$ cat src/rtl/decode_exec_if.sv
// decode_exec_if: bundle between the Decode stage, the hazard unit and the
// Decode->Execute pipeline register.
//   D-side  : StallE/FlushE (from hazard unit), ValidD, decoded control,
//             FlagWriteD, CondD, RD1D/RD2D/ExtImmD, RA1D/RA2D/WA3D
//   E-side  : registered copies of the above (…E), ValidE, BubbleCnt
// Modports:
//   slave  - the pipeline register (consumes D side, produces E side)
//   master - the producer/observer (drives D side, reads E side)
interface decode_exec_if #(
  parameter int WIDTH     = 32,
  parameter int CNT_WIDTH = 16
);
  // hazard control
  logic                 StallE;
  logic                 FlushE;
  // decode side
  logic                 ValidD;
  logic                 PCSrcD, RegWriteD, MemtoRegD, MemWriteD, BranchD, ALUSrcD;
  logic [1:0]           ALUControlD;
  logic [1:0]           FlagWriteD;
  logic [3:0]           CondD;
  logic [WIDTH-1:0]     RD1D, RD2D, ExtImmD;
  logic [3:0]           RA1D, RA2D, WA3D;
  // execute side
  logic                 PCSrcE, RegWriteE, MemtoRegE, MemWriteE, BranchE, ALUSrcE;
  logic [1:0]           ALUControlE;
  logic [1:0]           FlagWriteE;
  logic [3:0]           CondE;
  logic [WIDTH-1:0]     RD1E, RD2E, ExtImmE;
  logic [3:0]           RA1E, RA2E, WA3E;
  logic                 ValidE;
  logic [CNT_WIDTH-1:0] BubbleCnt;

  modport slave (
    input  StallE, FlushE, ValidD,
    input  PCSrcD, RegWriteD, MemtoRegD, MemWriteD, BranchD, ALUSrcD,
    input  ALUControlD, FlagWriteD, CondD, RD1D, RD2D, ExtImmD, RA1D, RA2D, WA3D,
    output PCSrcE, RegWriteE, MemtoRegE, MemWriteE, BranchE, ALUSrcE,
    output ALUControlE, FlagWriteE, CondE, RD1E, RD2E, ExtImmE, RA1E, RA2E, WA3E,
    output ValidE, BubbleCnt
  );

  modport master (
    output StallE, FlushE, ValidD,
    output PCSrcD, RegWriteD, MemtoRegD, MemWriteD, BranchD, ALUSrcD,
    output ALUControlD, FlagWriteD, CondD, RD1D, RD2D, ExtImmD, RA1D, RA2D, WA3D,
    input  PCSrcE, RegWriteE, MemtoRegE, MemWriteE, BranchE, ALUSrcE,
    input  ALUControlE, FlagWriteE, CondE, RD1E, RD2E, ExtImmE, RA1E, RA2E, WA3E,
    input  ValidE, BubbleCnt
  );
endinterface

$ cat src/rtl/decode_exec_reg.sv
// decode_exec_reg: Decode->Execute pipeline register of the pipelined ARM core.
// Ports:
//   clk   - rising-edge clock
//   reset - synchronous, active-high; clears all E state and BubbleCnt
//   de    - decode_exec_if.slave: D-side inputs, E-side registered outputs
// Update priority per edge: reset > FlushE > StallE > load.
// A non-valid slot loads its data/register numbers/condition but has all
// side-effecting control (and flag writes) squashed. BubbleCnt counts edges
// that put a bubble into E and saturates at all-ones.
// Every output is a flop; there is no input->output combinational path.
module decode_exec_reg #(
  parameter int WIDTH     = 32,
  parameter int CNT_WIDTH = 16
) (
  input  logic          clk,
  input  logic          reset,
  decode_exec_if.slave  de
);

  typedef struct packed {
    logic             pcsrc;
    logic             reg_write;
    logic             mem_to_reg;
    logic             mem_write;
    logic             branch;
    logic             alu_src;
    logic [1:0]       alu_control;
    logic [1:0]       flag_write;
    logic [3:0]       cond;
    logic [WIDTH-1:0] rd1;
    logic [WIDTH-1:0] rd2;
    logic [WIDTH-1:0] ext_imm;
    logic [3:0]       ra1;
    logic [3:0]       ra2;
    logic [3:0]       wa3;
    logic             valid;
  } e_stage_t;

  e_stage_t             e_q, e_d;
  e_stage_t             load_s;
  logic [CNT_WIDTH-1:0] bubble_cnt_q, bubble_cnt_d;
  logic                 bubble;

  // What E would capture on a plain load. Control is gated by ValidD so a
  // dead slot can never write a register, memory or flags, or branch.
  always_comb begin
    load_s             = '0;
    load_s.valid       = de.ValidD;
    load_s.pcsrc       = de.PCSrcD    & de.ValidD;
    load_s.reg_write   = de.RegWriteD & de.ValidD;
    load_s.mem_to_reg  = de.MemtoRegD & de.ValidD;
    load_s.mem_write   = de.MemWriteD & de.ValidD;
    load_s.branch      = de.BranchD   & de.ValidD;
    load_s.alu_src     = de.ALUSrcD   & de.ValidD;
    load_s.alu_control = de.ALUControlD & {2{de.ValidD}};
    load_s.flag_write  = de.FlagWriteD  & {2{de.ValidD}};
    load_s.cond        = de.CondD;
    load_s.rd1         = de.RD1D;
    load_s.rd2         = de.RD2D;
    load_s.ext_imm     = de.ExtImmD;
    load_s.ra1         = de.RA1D;
    load_s.ra2         = de.RA2D;
    load_s.wa3         = de.WA3D;
  end

  // Next-state: flush beats stall; stall holds everything incl. the counter.
  always_comb begin
    e_d          = e_q;
    bubble_cnt_d = bubble_cnt_q;
    bubble       = de.FlushE | (~de.StallE & ~de.ValidD);
    if (de.FlushE)       e_d = '0;
    else if (!de.StallE) e_d = load_s;
    if (bubble && (bubble_cnt_q != {CNT_WIDTH{1'b1}}))
      bubble_cnt_d = bubble_cnt_q + CNT_WIDTH'(1);
  end

  always_ff @(posedge clk) begin
    if (reset) begin
      e_q          <= '0;
      bubble_cnt_q <= '0;
    end else begin
      e_q          <= e_d;
      bubble_cnt_q <= bubble_cnt_d;
    end
  end

  assign de.PCSrcE      = e_q.pcsrc;
  assign de.RegWriteE   = e_q.reg_write;
  assign de.MemtoRegE   = e_q.mem_to_reg;
  assign de.MemWriteE   = e_q.mem_write;
  assign de.BranchE     = e_q.branch;
  assign de.ALUSrcE     = e_q.alu_src;
  assign de.ALUControlE = e_q.alu_control;
  assign de.FlagWriteE  = e_q.flag_write;
  assign de.CondE       = e_q.cond;
  assign de.RD1E        = e_q.rd1;
  assign de.RD2E        = e_q.rd2;
  assign de.ExtImmE     = e_q.ext_imm;
  assign de.RA1E        = e_q.ra1;
  assign de.RA2E        = e_q.ra2;
  assign de.WA3E        = e_q.wa3;
  assign de.ValidE      = e_q.valid;
  assign de.BubbleCnt   = bubble_cnt_q;

endmodule

$ cat src/flat_wrapper.sv
// flat-port wrapper written by rule: the top's interface ports become plain ports
module decode_exec_reg_flat 
#(
  parameter int WIDTH     = 32,
  parameter int CNT_WIDTH = 16
)
  (clk, reset, de_StallE, de_FlushE, de_ValidD, de_PCSrcD, de_RegWriteD, de_MemtoRegD, de_MemWriteD, de_BranchD, de_ALUSrcD, de_ALUControlD, de_FlagWriteD, de_CondD, de_RD1D, de_RD2D, de_ExtImmD, de_RA1D, de_RA2D, de_WA3D, de_PCSrcE, de_RegWriteE, de_MemtoRegE, de_MemWriteE, de_BranchE, de_ALUSrcE, de_ALUControlE, de_FlagWriteE, de_CondE, de_RD1E, de_RD2E, de_ExtImmE, de_RA1E, de_RA2E, de_WA3E, de_ValidE, de_BubbleCnt);
  decode_exec_if #(.WIDTH(WIDTH), .CNT_WIDTH(CNT_WIDTH)) de_i ();
  input  logic clk;
  input  logic reset;
  input wire logic [$bits(de_i.StallE)-1:0] de_StallE;
  input wire logic [$bits(de_i.FlushE)-1:0] de_FlushE;
  input wire logic [$bits(de_i.ValidD)-1:0] de_ValidD;
  input wire logic [$bits(de_i.PCSrcD)-1:0] de_PCSrcD;
  input wire logic [$bits(de_i.RegWriteD)-1:0] de_RegWriteD;
  input wire logic [$bits(de_i.MemtoRegD)-1:0] de_MemtoRegD;
  input wire logic [$bits(de_i.MemWriteD)-1:0] de_MemWriteD;
  input wire logic [$bits(de_i.BranchD)-1:0] de_BranchD;
  input wire logic [$bits(de_i.ALUSrcD)-1:0] de_ALUSrcD;
  input wire logic [$bits(de_i.ALUControlD)-1:0] de_ALUControlD;
  input wire logic [$bits(de_i.FlagWriteD)-1:0] de_FlagWriteD;
  input wire logic [$bits(de_i.CondD)-1:0] de_CondD;
  input wire logic [$bits(de_i.RD1D)-1:0] de_RD1D;
  input wire logic [$bits(de_i.RD2D)-1:0] de_RD2D;
  input wire logic [$bits(de_i.ExtImmD)-1:0] de_ExtImmD;
  input wire logic [$bits(de_i.RA1D)-1:0] de_RA1D;
  input wire logic [$bits(de_i.RA2D)-1:0] de_RA2D;
  input wire logic [$bits(de_i.WA3D)-1:0] de_WA3D;
  output wire logic [$bits(de_i.PCSrcE)-1:0] de_PCSrcE;
  output wire logic [$bits(de_i.RegWriteE)-1:0] de_RegWriteE;
  output wire logic [$bits(de_i.MemtoRegE)-1:0] de_MemtoRegE;
  output wire logic [$bits(de_i.MemWriteE)-1:0] de_MemWriteE;
  output wire logic [$bits(de_i.BranchE)-1:0] de_BranchE;
  output wire logic [$bits(de_i.ALUSrcE)-1:0] de_ALUSrcE;
  output wire logic [$bits(de_i.ALUControlE)-1:0] de_ALUControlE;
  output wire logic [$bits(de_i.FlagWriteE)-1:0] de_FlagWriteE;
  output wire logic [$bits(de_i.CondE)-1:0] de_CondE;
  output wire logic [$bits(de_i.RD1E)-1:0] de_RD1E;
  output wire logic [$bits(de_i.RD2E)-1:0] de_RD2E;
  output wire logic [$bits(de_i.ExtImmE)-1:0] de_ExtImmE;
  output wire logic [$bits(de_i.RA1E)-1:0] de_RA1E;
  output wire logic [$bits(de_i.RA2E)-1:0] de_RA2E;
  output wire logic [$bits(de_i.WA3E)-1:0] de_WA3E;
  output wire logic [$bits(de_i.ValidE)-1:0] de_ValidE;
  output wire logic [$bits(de_i.BubbleCnt)-1:0] de_BubbleCnt;
  assign de_i.StallE = de_StallE;
  assign de_i.FlushE = de_FlushE;
  assign de_i.ValidD = de_ValidD;
  assign de_i.PCSrcD = de_PCSrcD;
  assign de_i.RegWriteD = de_RegWriteD;
  assign de_i.MemtoRegD = de_MemtoRegD;
  assign de_i.MemWriteD = de_MemWriteD;
  assign de_i.BranchD = de_BranchD;
  assign de_i.ALUSrcD = de_ALUSrcD;
  assign de_i.ALUControlD = de_ALUControlD;
  assign de_i.FlagWriteD = de_FlagWriteD;
  assign de_i.CondD = de_CondD;
  assign de_i.RD1D = de_RD1D;
  assign de_i.RD2D = de_RD2D;
  assign de_i.ExtImmD = de_ExtImmD;
  assign de_i.RA1D = de_RA1D;
  assign de_i.RA2D = de_RA2D;
  assign de_i.WA3D = de_WA3D;
  assign de_PCSrcE = de_i.PCSrcE;
  assign de_RegWriteE = de_i.RegWriteE;
  assign de_MemtoRegE = de_i.MemtoRegE;
  assign de_MemWriteE = de_i.MemWriteE;
  assign de_BranchE = de_i.BranchE;
  assign de_ALUSrcE = de_i.ALUSrcE;
  assign de_ALUControlE = de_i.ALUControlE;
  assign de_FlagWriteE = de_i.FlagWriteE;
  assign de_CondE = de_i.CondE;
  assign de_RD1E = de_i.RD1E;
  assign de_RD2E = de_i.RD2E;
  assign de_ExtImmE = de_i.ExtImmE;
  assign de_RA1E = de_i.RA1E;
  assign de_RA2E = de_i.RA2E;
  assign de_WA3E = de_i.WA3E;
  assign de_ValidE = de_i.ValidE;
  assign de_BubbleCnt = de_i.BubbleCnt;
  decode_exec_reg #(.WIDTH(WIDTH), .CNT_WIDTH(CNT_WIDTH)) u_core (.clk(clk), .reset(reset), .de(de_i));
endmodule
$ cat config.mk
export PLATFORM = sky130hd
export DESIGN_NAME = decode_exec_reg_flat
export DESIGN_NICKNAME = d
export VERILOG_FILES = /design/src/rtl/decode_exec_if.sv /design/src/rtl/decode_exec_reg.sv /design/src/flat_wrapper.sv
export SDC_FILE = /design/constraint.sdc
export NUM_CORES = 1
export LEC_CHECK = 0
export CAP_MARGIN = 20
export CORE_ASPECT_RATIO = 1.4
export CORE_MARGIN = 3
export CORE_UTILIZATION = 30
export DETAILED_ROUTE_END_ITERATION = 12
export MAX_ROUTING_LAYER = met4
export PLACE_DENSITY = 0.66
export SETUP_SLACK_MARGIN = 0.5
export SYNTH_ARGS = -nofsm -noshare
export SYNTH_HDL_FRONTEND = slang
export SYNTH_SLANG_ARGS = --single-unit
$ cat constraint.sdc
create_clock -name clk -period 3.35 [get_ports clk]
set_input_delay 0.8375 -clock clk [delete_from_list [all_inputs] [get_ports clk]]
set_output_delay 0.8375 -clock clk [all_outputs]
set_load 0.05 [all_outputs]
==> impl_metrics.csv, run 1 <==
group,metric,value,unit
power,ir_drop,0.000237,V
timing,setup_violations,0,
cts,cts_tree,"built",
drt,drc,0,
drt,drt-pass1-iter-count,5,
floorplan,dieWidth,117,µm
cts,cts_setup_buffers,0,
synthesis,synth_edf_count,0,
synthesis,ys_seq_elements,139,
synthesis,ys_types,38,
min_path,min_path_type,"flip-flop to flip-flop",
timing,finalHoldViolCount,0,
cells_and_area,nets,888,
synthesis,synth_ff_type,"dfxtp_1",
drt,vias,4557,
cells_and_area,syn_to_final_growth,66.9,%
floorplan,die_area,0.0189,mm²
worst_setup_path,critPathSlowestCell,"clkdlybuf4s50_1",
timing,tightest_slew,0.833,ns
min_path,hold_path_depth,2,
drt,wire_per_inst,15.8,µm
global_route,grt_overflow_total,0,
worst_setup_path,crit_required,2.51,ns
synthesis,synth_most_common_cell,"dfxtp_1",
synthesis,syn_nets,631,
cts,clk_latency,0.42,ns
drt,drt-total-wl,15.4,mm
flow_run,cap_violations,0,
power,static-leakage-power,3.45,nW
worst_setup_path,crit_type,"flip-flop to output port",
timing,maxSlewViolCount,0,
cts,clkTransAtPathRegs,0.06,ns
worst_setup_path,cp.arrival,1.80,ns
global_route,grt_pass1_vias,4733,
cts,htreeDepth,4,
floorplan,core-area,0.0168,mm²
min_path,min_to,"u_core.de.CondE[3]",
global_route,grt_pass1_wl,24.2,mm
synthesis,syn_area_per_cell,10.3,µm²
worst_setup_path,path_cells,"clkdlybuf4s50_1",
cts,clockRootBuffer,"clkbuf_16",
worst_setup_path,rr_worst_depth,5,
worst_setup_path,reg2reg_from,"u_core.de.BubbleCnt[0]",
placement,hpwlAfterDp,11.5,mm
worst_setup_path,timing.rr.end,"u_core.de.BubbleCnt[6]",
timing,max_freq,379,MHz
floorplan,io_pins,266,
worst_setup_path,max_stage_delay,0.87,ns
cts,clk_path_buf_depth,2,
cts,cts_buffers,17,
timing,setup_tns,0,ns
timing,rsz0062_at_grt,"false",
cells_and_area,diodes,0,
timing,fin_crit_sh,78.8,%
global_route,antenna_found_initial,0,
worst_setup_path,cp-start-kind,"flip-flop",
drt,routed-wl-met3,982,µm
placement,place_congestion,0.829,
timing,relSlewSlack,44.3,%
drt,antenna_left,0,
drt,dr_wl_met2,8.01,mm
floorplan,num_rows,56,
min_path,hold_start,"u_core.de.CondE[3]",
worst_setup_path,r2r_setup_slack,1.45,ns
timing,period_minus_slack,2.64,ns
synthesis,yosysWarnings,0,
worst_setup_path,cpLargestDelayFamily,"buffers and inverters",
drt,viasPerCell,4.67,
global_route,track_usage,16.8,%
outcome,outcome,"finished, final reports clean",
placement,io_buffers,265,
floorplan,die_h,161,µm
floorplan,initial_core_util,30.8,%
synthesis,synth_top_cell_area_share,53.8,%
cts,cts.repair.resized,0,
synthesis,syn_inst,503,
worst_setup_path,path_buf_inv,1,
cells_and_area,layout-drive-gt1-share,6.60,%
drt,highest_layer,"met4",
cts,postCtsHoldBufs,0,
synthesis,yosysTopAreaCell,"dfxtp_1",
cells_and_area,fin_cells,976,
synthesis,ys_seq_area_share,53.8,%
worst_setup_path,path_max_fanout,7,
timing,finClkSkew,0.00993,ns
global_route,grt_max_degree,92,
synthesis,netlist_area,0.00517,mm²
synthesis,ys_top_cells_by_count,"dfxtp_1, nor2_1, mux2i_1",
synthesis,synthArstFlopShare,0,%
drt,wirelength_met1,6.03,mm
drt,drt_iter0_drc,125,
cts,cts.sinks,139,
power,powerDensity,492,mW/mm²
placement,placedCellCount,944,
synthesis,ys_top_cells_by_area,"dfxtp_1, mux2i_1, nor2_1",
worst_setup_path,critPathCaptureType,"output port",
-- metal layers --
layer  vias to the layer above  global-route usage [%]
met3                        28                    4.95
met5                         -                       -
met2                       180                    28.5
met4                         0                    6.68
li1                       2238                       -
met1                      2111                    18.3
-- placed cells by master (no fill, tap or decap), types with 4 or more instances in the layout --
cell             Yosys  routed
clkdlybuf4s50_1      0     264
nor2b_1              5       5
inv_6                0       4
nor2_1             131     131
nor3_1               5       5
mux2i_1            113     113
nand2_1             10      10
dfxtp_1            139     139
a21oi_1              7       7
a22oi_1             10      10
inv_1                5       5
nand3_1              5       5
clkbuf_16            0      17
buf_12               0       4
mux2_2               4       4
clkinvlp_4           0       4
-- sequential cells by signal (all words and copies together) (netlist names), 2 cells and up --
register	flops
u_core.de.ExtImmE	32
u_core.de.RD1E	32
u_core.de.RD2E	32
u_core.de.BubbleCnt	16
u_core.de.CondE	4
u_core.de.RA1E	4
u_core.de.RA2E	4
u_core.de.WA3E	4
u_core.de.ALUControlE	2
u_core.de.FlagWriteE	2
-- cell type report --
class	count	area (µm²)
fillers	1604	8180
multi-input cells	327	2240
inverters	5	18.8
flip-flops and latches	139	2780
repair buffers	270	2740
well taps	203	254
clock buffers	18	439
clock inverters	14	161
-- how the worst max path moves through the flow --
stage,start,endpoint,depth (start not counted)
after global placement,de_ValidD,u_core.de.BubbleCnt[6],5
after detailed placement,de_ValidD,u_core.de.BubbleCnt[6],5
after floorplan,de_StallE,u_core.de.BubbleCnt[6],6
final,u_core.de.BubbleCnt[10],de_BubbleCnt[10],1
after CTS,u_core.de.BubbleCnt[10],de_BubbleCnt[10],1
after global routing,u_core.de.BubbleCnt[10],de_BubbleCnt[10],1
-- power breakdown --
part           switching (mW)  internal, mW
clock                   0.756          1.13
combinational           0.330         0.296
sequential             0.0291          1.70
-- cell families after synthesis --
| family | Yosys count | share of synthesized area [%] |
|---|---|---|
| flip-flops | 139 | 53.8 |
| buffers and inverters | 37 | 3.00 |
| AND/OR/NAND/NOR | 174 | 15.1 |
| AO/OA/AOI/OAI | 34 | 4.89 |
| adder cells (fa/ha/maj) | 1 | 0.242 |
| multiplexers | 118 | 23.0 |
-- through the flow --
step	power, mW	area [µm²]	util, %	hold slack, ns	setup WS [ns]
floorplan	2.11	5170	-	0.703	1.22
global placement	2.39	8040	47.8	0.468	0.804
detailed placement	2.40	8040	47.8	0.482	0.727
CTS	4.31	8640	51.4	0.496	0.694
global route	4.42	8640	51.4	0.519	0.647
finish	4.25	8640	51.4	0.492	0.711
(Power assumes the default switching activity.)
==> run 2, diff against run 1 <==
==> constraint.sdc (replaced) <==
create_clock -name clk -period 2.45 [get_ports clk]
set_input_delay 0.6125 -clock clk [delete_from_list [all_inputs] [get_ports clk]]
set_output_delay 0.6125 -clock clk [all_outputs]
set_load 0.05 [all_outputs]
==> run 2 against run 1 <==
First-iteration DRC count rose by 2.4%. Sequential cell count did not move. Final cell count rose by 0.41%. Clock-buffer cell count rose by 1. Via count fell by 0.15%. Global-route usage fell by 0.44 points. Critical path depth did not move. Critical endpoint is now de_ExtImmE[15]. Utilization fell by 0.73 points. Design area fell by 1.4%. Highest routed layer unchanged. Routed wire length fell by 0.82%.
==> impl_metrics.csv, run 2 (synthesis results as in run 1) <==
group,metric,value,unit
timing,relSlewSlack,57.7,%
cts,postCtsHoldBufs,0,
timing,rsz0062_at_grt,"false",
floorplan,num_rows,56,
placement,hpwlAfterDp,11.3,mm
cells_and_area,layout_common_cells,"dfxtp_1, nor2_1, clkdlybuf4s50_1, mux2i_1, dlygate4sd2_1",
cts,cts_tree,"built",
cts,clockRootBuffer,"clkbuf_16",
cells_and_area,final_common_cell,"dfxtp_1",
placement,place_ws,0.138,ns
cells_and_area,syn_to_final_growth,64.5,%
drt,drt_iter0_drc,128,
global_route,grt_pass1_wl,23.7,mm
drt,drc,0,
worst_setup_path,path_buf_inv,1,
timing,finClkSkew,0.00888,ns
power,powerDensity,682,mW/mm²
worst_setup_path,crit_required,1.84,ns
cts,cts.sinks,139,
drt,drt-pass1-iter-count,4,
floorplan,initial_core_util,30.8,%
timing,whs,0.487,ns
cells_and_area,multiInputGateArea,0.00224,mm²
global_route,antenna_found_initial,0,
timing,tightest_slew,0.634,ns
timing,setup_violations,0,
cells_and_area,nets,892,
cells_and_area,diodes,0,
worst_setup_path,critPathSlowestCell,"dlygate4sd2_1",
cells_and_area,regArea,0.00279,mm²
timing,max_freq,522,MHz
worst_setup_path,path_cells,"dlygate4sd2_1",
cells_and_area,layout-drive-gt1-share,10.4,%
worst_setup_path,cpLargestDelayFamily,"buffers and inverters",
floorplan,die_area,0.0189,mm²
floorplan,dieWidth,117,µm
worst_setup_path,critPathCaptureType,"output port",
timing,fin_ws,0.533,ns
worst_setup_path,crit_type,"flip-flop to output port",
flow_run,cap_violations,0,
placement,io_buffers,265,
cells_and_area,fillers,1579,
drt,wire_per_inst,15.6,µm
timing,fin_crit_sh,78.2,%
cts,clk_latency,0.41,ns
cts,clk_path_buf_depth,2,
floorplan,io_pins,266,
global_route,grt_max_degree,91,
outcome,outcome,"finished, final reports clean",
cts,htreeDepth,4,
worst_setup_path,max_stage_delay,0.57,ns
cells_and_area,fin_util,50.6,%
power,static-leakage-power,3.89,nW
worst_setup_path,cp.arrival,1.30,ns
timing,finalHoldViolCount,0,
cts,cts_setup_buffers,0,
drt,antenna_left,0,
power,ir_drop,0.000346,V
worst_setup_path,cp-start-kind,"flip-flop",
global_route,grt_pass1_vias,4721,
cts,clkTransAtPathRegs,0.06,ns
global_route,track_usage,16.4,%
timing,maxSlewViolCount,0,
min_path,min_path_type,"flip-flop to flip-flop",
drt,drt-total-wl,15.3,mm
worst_setup_path,path_max_fanout,2,
timing,period_minus_slack,1.92,ns
placement,place_congestion,0.795,
drt,vias,4550,
global_route,grt_overflow_total,0,
drt,viasPerCell,4.64,
floorplan,die_h,161,µm
timing,setup_tns,0,ns
floorplan,core-area,0.0168,mm²
cts,cts_buffers,17,
-- run 2: changes by cell type in the layout (fill, tap and decap cells not counted), sizes merged --
cell / previous run / this run
buf: 6 / 14
clkdlybuf4s15: 0 / 46
inv: 11 / 8
clkbuf: 18 / 28
clkdlybuf4s50: 264 / 125
clkinv: 2 / 5
bufinv: 2 / 3
clkinvlp: 4 / 2
dlygate4sd2: 0 / 80
-- run 2: timing repair --
action / in CTS / in global routing
resized for setup: 176 / 53
cloned: 0 / 0
setup endpoints to repair: 139 / 45
-- run 2: metal layers --
layer	GRT usage [%]	up-vias	part of all wire (%)
met4	7.62	0	2.8
met3	4.05	27	6.7
li1	-	2245	-
met5	-	-	0
met2	28.6	172	53
met1	17.1	2106	38
-- run 2: path summary, 6_finish.rpt --
| kind | start | endpoint | slack, ns | depth (start not counted) |
|---|---|---|---|---|
| max | u_core.de.ExtImmE[15] | de_ExtImmE[15] | 0.53 | 1 |
| min | u_core.de.CondE[0] | u_core.de.CondE[0] | 0.49 | 2 |
| max reg2reg | u_core.de.BubbleCnt[0] | u_core.de.BubbleCnt[6] | 0.69 | 5 |
| min reg2reg | u_core.de.CondE[0] | u_core.de.CondE[0] | 0.49 | 2 |
-- run 2: per-stage QoR --
| step | total power [mW] | instance area [µm²] | cells |
|---|---|---|---|
| after floorplan | 2.88 | 5180 | 503 |
| after global placement | 3.27 | 8060 | 948 |
| after detailed placement | 3.28 | 8060 | 948 |
| after CTS | 5.89 | 8530 | 980 |
| after global routing | 6.04 | 8510 | 980 |
| final | 5.81 | 8510 | 980 |
-- run 2: report_power, final --
| group | switching (mW) | total, mW | internal [mW] | leakage (nW) |
|---|---|---|---|---|
| clock network | 0.990 | 2.62 | 1.63 | 0.294 |
| logic | 0.453 | 0.817 | 0.363 | 2.46 |
| registers | 0.0374 | 2.37 | 2.33 | 1.13 |
| total | 1.48 | 5.81 | 4.33 | 3.89 |
-- run 2: area by class of cell --
type                            count  area share, %
Sequential cell                   139           32.7
Timing Repair Buffer              274           30.6
Multi-Input combinational cell    327           26.3
Clock buffer                       19           5.20
Tap cell                          203           2.98
Clock inverter                     13           1.93
Inverter                            5          0.220
==> run 3, diff against run 2 <==
==> constraint.sdc (replaced) <==
create_clock -name clk -period 1.8 [get_ports clk]
set_input_delay 0.45 -clock clk [delete_from_list [all_inputs] [get_ports clk]]
set_output_delay 0.45 -clock clk [all_outputs]
set_load 0.05 [all_outputs]
==> run 3 against run 2 <==
Clock skew decreased by 0.00099 ns. Global-route usage increased by 1.2 points. Worst hold slack better by 0.016 ns.
==> impl_metrics.csv, run 3 (synthesis results as in run 1) <==
group,metric,value,unit
floorplan,die_area,0.0189,mm²
cts,postCtsHoldBufs,0,
worst_setup_path,crit_required,2.10,ns
timing,finalHoldViolCount,0,
power,ir_drop,0.000359,V
min_path,hold_path_depth,2,
timing,period_minus_slack,1.52,ns
floorplan,io_pins,266,
cts,clkTransAtPathRegs,0.06,ns
worst_setup_path,critPathSlowestCell,"dfxtp_4",
cts,htreeDepth,4,
global_route,grt_pass1_vias,5060,
drt,antenna_left,0,
drt,drt-pass1-iter-count,4,
drt,drc,0,
cells_and_area,layout_common_cells,"buf_8, nor2_1, clkdlybuf4s50_1, dfxtp_2, mux2i_1",
timing,whs,0.503,ns
global_route,track_usage,17.7,%
worst_setup_path,path_buf_inv,0,
floorplan,die_h,161,µm
worst_setup_path,crit_type,"flip-flop to flip-flop",
cts,clk_path_buf_depth,2,
power,powerDensity,778,mW/mm²
worst_setup_path,reg2reg_from,"u_core.de.BubbleCnt[6]",
placement,place_congestion,0.811,
global_route,grt_pass1_wl,25.3,mm
worst_setup_path,cp.arrival,1.83,ns
worst_setup_path,timing.rr.end,"u_core.de.BubbleCnt[14]",
worst_setup_path,path_cells,"and4_4, nand2_2, nor4_2, mux2_2",
placement,io_buffers,265,
timing,tightest_slew,0.529,ns
placement,placedCellCount,953,
power,p_sw,2.03,mW
cts,cts_tree,"built",
cells_and_area,nets,937,
power,pwr-share-seq,41.7,%
cts,cts.sinks,139,
power,power.internal,5.78,mW
cells_and_area,layout-drive-gt1-share,48.4,%
drt,drt-total-wl,17.2,mm
cells_and_area,fillers,1321,
global_route,antenna_found_initial,1,
power,clkPwrFrac,41.5,%
timing,finClkSkew,0.00788,ns
placement,place_ws,-0.277,ns
floorplan,dieWidth,117,µm
cells_and_area,fin_cells,1025,
floorplan,num_rows,56,
drt,drt_iter0_drc,249,
floorplan,initial_core_util,30.8,%
drt,wire_per_inst,16.8,µm
timing,fin_crit_sh,84.6,%
min_path,min_to,"u_core.de.RA2E[2]",
cells_and_area,final_common_cell,"buf_8",
drt,viasPerCell,4.78,
timing,relSlewSlack,64.6,%
worst_setup_path,max_stage_delay,0.37,ns
placement,hpwlAfterDp,12.1,mm
min_path,hold_start,"u_core.de.RA2E[2]",
timing,max_freq,657,MHz
worst_setup_path,r2r_setup_slack,0.28,ns
drt,vias,4897,
cts,cts_buffers,17,
cts,clk_latency,0.41,ns
worst_setup_path,cpLargestDelayFamily,"simple AND/OR/NAND/NOR gates",
floorplan,core-area,0.0168,mm²
worst_setup_path,rr_worst_depth,4,
worst_setup_path,path_max_fanout,6,
outcome,outcome,"finished, final reports clean",
worst_setup_path,critPathCaptureType,"flip-flop",
power,switching_share,26.0,%
timing,setup_violations,0,
cells_and_area,regArea,0.00300,mm²
flow_run,cap_violations,0,
global_route,grt_max_degree,73,
timing,fin_ws,0.278,ns
power,static-leakage-power,4.32,nW
min_path,min_path_type,"flip-flop to flip-flop",
cells_and_area,syn_to_final_growth,94.1,%
global_route,grt_overflow_total,0,
timing,maxSlewViolCount,0,
power,p_comb_share,16.7,%
worst_setup_path,cp-start-kind,"flip-flop",
cells_and_area,multiInputGateArea,0.00239,mm²
cts,clockRootBuffer,"clkbuf_16",
timing,rsz0062_at_grt,"true",
[run 3: cell types whose count changed in the layout (fill, tap and decap cells not counted), sizes merged]
cell,before,now
inv,8,6
clkdlybuf4s50,125,123
buf,14,194
clkdlybuf4s15,46,0
diode,0,1
bufinv,3,0
clkbuf,28,22
clkinv,5,6
dlygate4sd2,80,2
[run 3: per-stage QoR]
step                power, mW  area (µm²)  TNS, ns  utilization, %
finish                   7.81       10000        0            59.7
global route             8.12       10000        0            59.7
CTS                      7.89        9720        0            57.8
detailed placement       4.44        7880    -5.10            46.9
global placement         4.42        7880    -4.72            46.9
floorplan                3.94        5400        0               -
[run 3: worst reg2reg max path, stage by stage (launching register included)]
cell	delay [ns]
dfxtp_4	0.37
and4_4	0.28
nand2_2	0.14
nor4_2	0.28
mux2_2	0.35
[run 3: final cells by class]
| class | count | share of cell area, % |
|---|---|---|
| inverter | 5 | 0.187 |
| antenna | 1 | 0.0249 |
| clock inverter | 9 | 0.623 |
| sequential | 139 | 29.9 |
| tap | 203 | 2.53 |
| clock buffer | 22 | 4.94 |
| multi-input combinational | 327 | 23.9 |
| timing repair buffer | 319 | 38.0 |
[run 3: how the worst max path moves through the flow]
| stage | startpoint | to | depth (start not counted) |
|---|---|---|---|
| 5_1_grt | u_core.de.BubbleCnt[6] | u_core.de.BubbleCnt[14] | 4 |
| 6_report | u_core.de.BubbleCnt[6] | u_core.de.BubbleCnt[14] | 4 |
| 2_1_floorplan | u_core.de.BubbleCnt[1] | u_core.de.BubbleCnt[14] | 6 |
| 4_1_cts | u_core.de.BubbleCnt[0] | u_core.de.BubbleCnt[7] | 6 |
| 3_5_place_dp | de_ValidD | u_core.de.ALUSrcE | 4 |
| 3_3_place_gp | de_ValidD | u_core.de.PCSrcE | 4 |
[run 3: power groups by stage]
stage / registers, mW / logic, mW / clock network [mW]
after CTS: 3.26 / 1.29 / 3.34
after floorplan: 3.59 / 0.344 / 0
after global placement: 3.27 / 1.15 / 0
after global routing: 3.27 / 1.37 / 3.48
after detailed placement: 3.28 / 1.16 / 0
final: 3.26 / 1.31 / 3.24
[run 3: what timing repair did]
| item | in CTS | in global routing |
|---|---|---|
| gates resized for setup | 386 | 38 |
| pin swaps | 12 | 10 |
| buffers inserted | 21 | 19 |
| setup endpoints to repair | 165 | 164 |
[run 3: layer usage]
layer | up-vias | track usage (%) | routed length, µm
met4 | 0 | 7.72 | 446
met5 | - | - | 0
met3 | 35 | 5.06 | 1440
li1 | 2340 | - | -
met2 | 214 | 30.4 | 8900
met1 | 2308 | 18.5 | 6450
